==> src/rtl/dcache_mem_pkg.sv <==
// dcache_mem_pkg: shared types and helpers for the dcache memory-side responder.
//   mem_state_e  - responder FSM states
//   mem_req_t    - captured request (line address, write flag, line data)
//   line_pattern - deterministic contents of a line that has never been written
package dcache_mem_pkg;

   localparam int unsigned XLEN      = 32;
   localparam int unsigned BLK_SIZE  = 128;
   localparam int unsigned BOFFSET   = 4;
   localparam int unsigned MEM_IDX_W = 4;
   localparam int unsigned LINES     = 1 << MEM_IDX_W;
   localparam int unsigned WORDS     = BLK_SIZE / 32;

   typedef enum logic [1:0] {
      IDLE,
      WAIT,
      RESP
   } mem_state_e;

   typedef struct packed {
      logic [XLEN-1:0]     addr;
      logic                we;
      logic [BLK_SIZE-1:0] wdata;
   } mem_req_t;

   // Word k of an unwritten line is the byte address of that word, so a fill from
   // untouched memory is self-describing.
   function automatic logic [BLK_SIZE-1:0] line_pattern(input logic [XLEN-1:0] addr);
      logic [XLEN-1:0]     base;
      logic [BLK_SIZE-1:0] line;
      base = {addr[XLEN-1:BOFFSET], {BOFFSET{1'b0}}};
      line = '0;
      for (int unsigned k = 0; k < WORDS; k++) begin
         line[k*32 +: 32] = base + XLEN'(4 * k);
      end
      return line;
   endfunction

endpackage

==> src/rtl/dcache_mem_responder_if.sv <==
// dcache_mem_responder_if: refill/writeback port between the dcache (master) and
// the memory responder (slave).
//   req_*   - one-line request: valid/ready handshake, line address, write flag, data
//   resp_*  - response: valid, ready (backpressure builds only), write echo, line data
//   *_cnt_o - completed fill / writeback statistics
interface dcache_mem_responder_if;
   import dcache_mem_pkg::*;

   logic                req_valid_i;
   logic                req_ready_o;
   logic [XLEN-1:0]     req_addr_i;
   logic                req_we_i;
   logic [BLK_SIZE-1:0] req_wdata_i;
   logic                resp_valid_o;
   logic                resp_ready_i;
   logic                resp_we_o;
   logic [BLK_SIZE-1:0] resp_rdata_o;
   logic [31:0]         rd_cnt_o;
   logic [31:0]         wr_cnt_o;

   modport master (
      output req_valid_i, req_addr_i, req_we_i, req_wdata_i, resp_ready_i,
      input  req_ready_o, resp_valid_o, resp_we_o, resp_rdata_o, rd_cnt_o, wr_cnt_o
   );

   modport slave (
      input  req_valid_i, req_addr_i, req_we_i, req_wdata_i, resp_ready_i,
      output req_ready_o, resp_valid_o, resp_we_o, resp_rdata_o, rd_cnt_o, wr_cnt_o
   );

endinterface

==> src/rtl/dcache_mem_array.sv <==
// dcache_mem_array: 16-line backing store with per-line written flags.
//   clk_i, rst_ni - clock, asynchronous active-low reset (clears written flags only)
//   wr_en/wr_idx/wr_data - line write port
//   rd_addr/rd_data      - combinational line read; unwritten lines return line_pattern
module dcache_mem_array
   import dcache_mem_pkg::*;
(
   input  logic                 clk_i,
   input  logic                 rst_ni,
   input  logic                 wr_en,
   input  logic [MEM_IDX_W-1:0] wr_idx,
   input  logic [BLK_SIZE-1:0]  wr_data,
   input  logic [XLEN-1:0]      rd_addr,
   output logic [BLK_SIZE-1:0]  rd_data
);

   logic [BLK_SIZE-1:0]  mem_q [LINES];
   logic [LINES-1:0]     written_q;
   logic [MEM_IDX_W-1:0] rd_idx;

   assign rd_idx = rd_addr[BOFFSET+MEM_IDX_W-1:BOFFSET];

   // Data is deliberately unreset; the written flags decide whether it is visible.
   always_ff @(posedge clk_i) begin
      if (wr_en) begin
         mem_q[wr_idx] <= wr_data;
      end
   end

   always_ff @(posedge clk_i or negedge rst_ni) begin
      if (!rst_ni) begin
         written_q <= '0;
      end else if (wr_en) begin
         written_q[wr_idx] <= 1'b1;
      end
   end

   always_comb begin
      rd_data = written_q[rd_idx] ? mem_q[rd_idx] : line_pattern(rd_addr);
   end

endmodule

==> src/rtl/dcache_mem_responder.sv <==
// dcache_mem_responder: memory-side model answering dcache line fills and dirty-line
// writebacks with a fixed latency, one request outstanding at a time.
//   clk_i  - clock
//   rst_ni - asynchronous active-low reset; aborts any transaction in flight
//   bus    - dcache_mem_responder_if.slave (request, response, fill/writeback counters)
// Build option: define DCACHE_MEM_BACKPRESSURE_EN to hold the response until
// resp_ready_i; otherwise the response is a single-cycle pulse and resp_ready_i is ignored.
module dcache_mem_responder
   import dcache_mem_pkg::*;
#(
   parameter int unsigned LATENCY = 3
) (
   input logic                   clk_i,
   input logic                   rst_ni,
   dcache_mem_responder_if.slave bus
);

   localparam int unsigned CntW = 8;

   mem_state_e          state_q, state_d;
   logic [CntW-1:0]     cnt_q, cnt_d;
   mem_req_t            req_q, in_req, cur_req;
   logic [BLK_SIZE-1:0] rdata_q, rd_data;
   logic [31:0]         rd_cnt_q, wr_cnt_q;
   logic                accept, load_resp, complete;

   assign in_req = '{addr: bus.req_addr_i, we: bus.req_we_i, wdata: bus.req_wdata_i};
   assign accept = (state_q == IDLE) && bus.req_valid_i;
   // With LATENCY=1 the response is loaded on the acceptance edge, before req_q holds it.
   assign cur_req = (state_q == IDLE) ? in_req : req_q;

`ifdef DCACHE_MEM_BACKPRESSURE_EN
   assign complete = (state_q == RESP) && bus.resp_ready_i;
`else
   logic unused_resp_ready;
   assign unused_resp_ready = bus.resp_ready_i;
   assign complete = (state_q == RESP);
`endif

   always_ff @(posedge clk_i or negedge rst_ni) begin
      if (!rst_ni) begin
         state_q <= IDLE;
      end else begin
         state_q <= state_d;
      end
   end

   always_comb begin
      state_d   = state_q;
      load_resp = 1'b0;
      unique case (state_q)
         IDLE: begin
            if (accept) begin
               if (LATENCY == 1) begin
                  state_d   = RESP;
                  load_resp = 1'b1;
               end else begin
                  state_d = WAIT;
               end
            end
         end
         WAIT: begin
            if (cnt_q <= CntW'(1)) begin
               state_d   = RESP;
               load_resp = 1'b1;
            end
         end
         RESP: begin
            if (complete) begin
               state_d = IDLE;
            end
         end
         default: state_d = IDLE;
      endcase
   end

   always_comb begin
      cnt_d = cnt_q;
      if (accept) begin
         cnt_d = CntW'(LATENCY - 1);
      end else if ((state_q == WAIT) && (cnt_q != '0)) begin
         cnt_d = cnt_q - CntW'(1);
      end
   end

   always_ff @(posedge clk_i or negedge rst_ni) begin
      if (!rst_ni) begin
         cnt_q    <= '0;
         req_q    <= '0;
         rdata_q  <= '0;
         rd_cnt_q <= '0;
         wr_cnt_q <= '0;
      end else begin
         cnt_q <= cnt_d;
         if (accept) begin
            req_q <= in_req;
         end
         if (load_resp) begin
            rdata_q <= cur_req.we ? cur_req.wdata : rd_data;
         end
         if (complete) begin
            if (req_q.we) begin
               wr_cnt_q <= wr_cnt_q + 32'd1;
            end else begin
               rd_cnt_q <= rd_cnt_q + 32'd1;
            end
         end
      end
   end

   dcache_mem_array u_array (
      .clk_i   (clk_i),
      .rst_ni  (rst_ni),
      .wr_en   (accept && bus.req_we_i),
      .wr_idx  (bus.req_addr_i[BOFFSET+MEM_IDX_W-1:BOFFSET]),
      .wr_data (bus.req_wdata_i),
      .rd_addr (cur_req.addr),
      .rd_data (rd_data)
   );

   always_comb begin
      bus.req_ready_o  = (state_q == IDLE);
      bus.resp_valid_o = (state_q == RESP);
      bus.resp_we_o    = (state_q == RESP) && req_q.we;
      bus.resp_rdata_o = rdata_q;
      bus.rd_cnt_o     = rd_cnt_q;
      bus.wr_cnt_o     = wr_cnt_q;
   end

   // The countdown is 8 bits wide and needs at least one cycle of latency.
   latency_range_a: assert property (@(posedge clk_i) (LATENCY >= 1 && LATENCY <= 255))
      else $error("dcache_mem_responder: LATENCY=%0d outside 1..255", LATENCY);

endmodule

==> src/flat_wrapper.sv <==
// flat-port wrapper written by rule: the top's interface ports become plain ports
module dcache_mem_responder_flat import dcache_mem_pkg::*;
#(
   parameter int unsigned LATENCY = 3
)
  (clk_i, rst_ni, bus_req_valid_i, bus_req_addr_i, bus_req_we_i, bus_req_wdata_i, bus_resp_ready_i, bus_req_ready_o, bus_resp_valid_o, bus_resp_we_o, bus_resp_rdata_o, bus_rd_cnt_o, bus_wr_cnt_o);
  dcache_mem_responder_if bus_i ();
  input logic clk_i;
  input logic rst_ni;
  input wire logic [$bits(bus_i.req_valid_i)-1:0] bus_req_valid_i;
  input wire logic [$bits(bus_i.req_addr_i)-1:0] bus_req_addr_i;
  input wire logic [$bits(bus_i.req_we_i)-1:0] bus_req_we_i;
  input wire logic [$bits(bus_i.req_wdata_i)-1:0] bus_req_wdata_i;
  input wire logic [$bits(bus_i.resp_ready_i)-1:0] bus_resp_ready_i;
  output wire logic [$bits(bus_i.req_ready_o)-1:0] bus_req_ready_o;
  output wire logic [$bits(bus_i.resp_valid_o)-1:0] bus_resp_valid_o;
  output wire logic [$bits(bus_i.resp_we_o)-1:0] bus_resp_we_o;
  output wire logic [$bits(bus_i.resp_rdata_o)-1:0] bus_resp_rdata_o;
  output wire logic [$bits(bus_i.rd_cnt_o)-1:0] bus_rd_cnt_o;
  output wire logic [$bits(bus_i.wr_cnt_o)-1:0] bus_wr_cnt_o;
  assign bus_i.req_valid_i = bus_req_valid_i;
  assign bus_i.req_addr_i = bus_req_addr_i;
  assign bus_i.req_we_i = bus_req_we_i;
  assign bus_i.req_wdata_i = bus_req_wdata_i;
  assign bus_i.resp_ready_i = bus_resp_ready_i;
  assign bus_req_ready_o = bus_i.req_ready_o;
  assign bus_resp_valid_o = bus_i.resp_valid_o;
  assign bus_resp_we_o = bus_i.resp_we_o;
  assign bus_resp_rdata_o = bus_i.resp_rdata_o;
  assign bus_rd_cnt_o = bus_i.rd_cnt_o;
  assign bus_wr_cnt_o = bus_i.wr_cnt_o;
  dcache_mem_responder #(.LATENCY(LATENCY)) u_core (.clk_i(clk_i), .rst_ni(rst_ni), .bus(bus_i));
endmodule
==> config.mk <==
export PLATFORM = sky130hd
export DESIGN_NAME = dcache_mem_responder_flat
export DESIGN_NICKNAME = d
export VERILOG_FILES = /design/src/rtl/dcache_mem_pkg.sv /design/src/rtl/dcache_mem_responder_if.sv /design/src/rtl/dcache_mem_array.sv /design/src/rtl/dcache_mem_responder.sv /design/src/flat_wrapper.sv
export SDC_FILE = /design/constraint.sdc
export NUM_CORES = 2
export LEC_CHECK = 0
export BUFFER_PORTS_ARGS = -buffer_cell sky130_fd_sc_hd__buf_2
export CAP_MARGIN = 30
export CORE_AREA = 2 2 375 470
export CTS_BUF_LIST = sky130_fd_sc_hd__clkbuf_4
export DETAILED_ROUTE_END_ITERATION = 7
export DIE_AREA = 0 0 377 472
export PLACE_DENSITY = 0.72
export SYNTH_ARGS = -nofsm -noshare
export SYNTH_HDL_FRONTEND = slang
export SYNTH_SLANG_ARGS = --single-unit
==> constraint.sdc <==
create_clock -name clk_i -period 13.2 [get_ports clk_i]
set_input_delay 1.32 -clock clk_i [delete_from_list [all_inputs] [get_ports clk_i]]
set_output_delay 1.32 -clock clk_i [all_outputs]
set_load 0.02 [all_outputs]
==> results.cfg <==
[cts]
cts-buffers-inserted = 596
clk_pin_slew_ps = 70
cts_setup_buffers = 0
cts_num_sinks = 2423
cts_buffer_depth = 4
root_buffer = clkbuf_4
postCtsResizedCells = 0
insertion_delay_ps = 1390
cts_tree = done
htree_levels = 6

[routing]
drtAntennaViolNets = 0
avgRoutedWirePerCell_um = 27.5
drt-pass1-iter-count = 6
dr_total_vias = 64814
drt_iter0_drc = 7886
vias_per_cell = 6.39
drc = 0
drt-total-wl_um = 279000

[setup_path]
timing.critical_path.to_type = flop
crit_path_start_kind = flop
path_class = flop to flop
worst-path-max-fanout = 207
arrival_ps = 6870
cp.required_ps = 14520

[synthesis]
synth_nets = 6982
synth_ff_type = edfxtp_1
syn_avg_cell_area_um2 = 13.9
netlist_area_um2 = 95000
synth_seq_area_share = 0.746
ys_seq_elements = 2423
async_flop_share = 0.155
yosysWarnings = 0
syn_inst = 6812
netlist-cell-type-count = 70
synth_edf_count = 2048

[run_status]
status = finished clean

[power_and_ir_drop]
finalPower_mw = 22.5
ir_drop_mv = 0.213
pwr_density_cell_nw_per_um2 = 211
leakagePower_nw = 39.0

[global_route]
grt_antenna_before_repair = 53
grt_pass1_vias = 64664
grt-ovfl-total = 0
grt_max_degree = 208
grt_pass1_wl_um = 405000
grt_use_total = 0.310

[timing]
fin_crit_sh = 0.421
slew_violations = 0
final.min_clock_period_ps = 5550
rsz0062_at_grt = no
slew_headroom = 0.149
max_slew.worst_pin.slew_ps = 1280
skew_ps = 93.2
tns_ps = 0
setup_viol = 0
hold_viol_final = 0
fmax_ghz = 0.180

[floorplan]
dieArea_um2 = 178000
io_pins = 360
fp.dieH_um = 472
die_x_um = 377
start_util = 0.548
rows = 171
core-area_um2 = 173000

[placement]
place_congestion = 0.806
place_area_um2 = 99100
port_buffers = 354
hpwlAfterDp_um = 144000

[flow_run]
drv_cap = 0

[hold_path]
hp-class = input pin to flop

[cells_and_area]
final_common_cell = edfxtp_1
final_core_util = 0.617
regArea_um2 = 70900
num-nets-final = 7594
syn_to_final_growth_pct = 12.6
drive_above_1_share = 0.199
multi_input_area_um2 = 22500
fill_cells = 12955
final_cell_mix = edfxtp_1, nand2_1, clkbuf_4, dfrtp_1, buf_2
final_cell_area_um2 = 107000
==> path summary, 6_finish.rpt <==
| kind | slack [ps] | cells past startpoint | to | startpoint |
|---|---|---|---|---|
| max in group asynchronous | 9970 | 5 | u_core.req_q[116]$_DFFE_PN0N_ | rst_ni |
| hold reg to reg | 470 | 2 | u_core.req_q[68]$_DFFE_PN0N_ | u_core.req_q[68]$_DFFE_PN0N_ |
| setup reg to reg | 7650 | 9 | u_core.bus.resp_rdata_o[29]$_DFFE_PN0P_ | u_core.state_q[0]$_DFFE_PN0P_ |
| hold / removal | 140 | 3 | u_core.req_q[152]$_DFFE_PN0N_ | bus_req_addr_i[23] |
| setup / recovery | 7650 | 9 | u_core.bus.resp_rdata_o[29]$_DFFE_PN0P_ | u_core.state_q[0]$_DFFE_PN0P_ |
| min in group asynchronous | 500 | 2 | u_core.req_q[8]$_DFFE_PN0N_ | rst_ni |
==> cells in the mapped netlist (49+ instances only) <==
cell type,number,area (um^2)
nor2_1,274,1030
a221oi_1,94,823
a21oi_1,259,1300
nand4_1,84,526
nand2_1,1574,5910
o21ai_0,230,1150
o31ai_1,82,616
a31oi_1,156,976
edfxtp_1,2048,61500
o2111ai_1,57,499
clkbuf_1,320,1200
xnor2_1,49,429
nand3_1,123,616
and3_1,167,1040
a211oi_1,88,661
a32o_1,98,981
mux2i_1,151,1510
nor3_1,68,340
mux4_2,59,1330
dfrtp_1,375,9380
buf_2,113,566
==> through the flow <==
stage	instances	hold WS [ps]	setup WS, ps
finish	10147	144	7650
global placement	9060	451	7080
detailed placement	9068	454	6940
CTS	10122	19.2	7680
global route	10132	97.6	7560
floorplan	6812	437	1540
==> cell type report <==
class | instances | share of cell area
Sequential cell | 2423 | 0.663
Inverter | 14 | 0.000491
Multi-Input combinational cell | 3913 | 0.210
Tap cell | 2249 | 0.0263
Antenna cell | 19 | 0.000444
Timing Repair Buffer | 476 | 0.0287
Clock buffer | 907 | 0.0636
Clock inverter | 146 | 0.00782
==> flip-flops by register name (all words and copies together), names as in the netlist <==
| register | count |
|---|---|
| u_core.bus.rd_cnt_o | 32 |
| u_core.bus.resp_rdata_o | 128 |
| u_core.bus.wr_cnt_o | 32 |
| u_core.cnt_q | 8 |
| u_core.req_q | 157 |
| u_core.state_q | 2 |
| u_core.u_array.mem_q | 2048 |
| u_core.u_array.written_q | 16 |
==> metal layers <==
layer  global-route usage  wire, um
met5                    0       327
met4                0.153     12000
met3               0.0948     34800
met2                0.492    133000
met1                0.388     99900
==> cells by family (layout without fill, tap and decap cells) <==
group                      count (synthesis)  count (layout)  synth area share
AOI/OAI and AO/OA                       1248            1248            0.0893
xor gates and xnor gates                  69              69           0.00636
adders and majority gates                  5               5          0.000658
buffers and inverters                    476            1543            0.0206
DFF                                     2423            2423             0.746
muxes                                    227             227            0.0319
other                                      0              19                 0
and+or+nand+nor                         2364            2364             0.105
==> repair_timing <==
| item | 4_1_cts | 5_1_grt |
|---|---|---|
| hold endpoints to repair | 52 | 0 |
| setup endpoints to repair | 0 | 0 |
| hold buffers | 1 | 0 |
==> critical path, stage by stage, from the launching register on <==
cell and delay (ps):
dfrtp_1 650, or3b_1 650, nand2_4 680, buf_4 900, buf_12 740, nor2_4 470
a31oi_1 320, nand3_1 170, nand4_1 290, and3_1 200
==> power breakdown <==
part           total (mW)  internal (mW)  leakage [nW]  switching [mW]
Sequential           9.08           8.71          23.0           0.365
Combinational        7.19           2.13          11.4            5.06
Clock                6.26           3.33          4.59            2.93
Total                22.5           14.2          39.0            8.36
No activity file was read; power rests on OpenSTA's default activity.
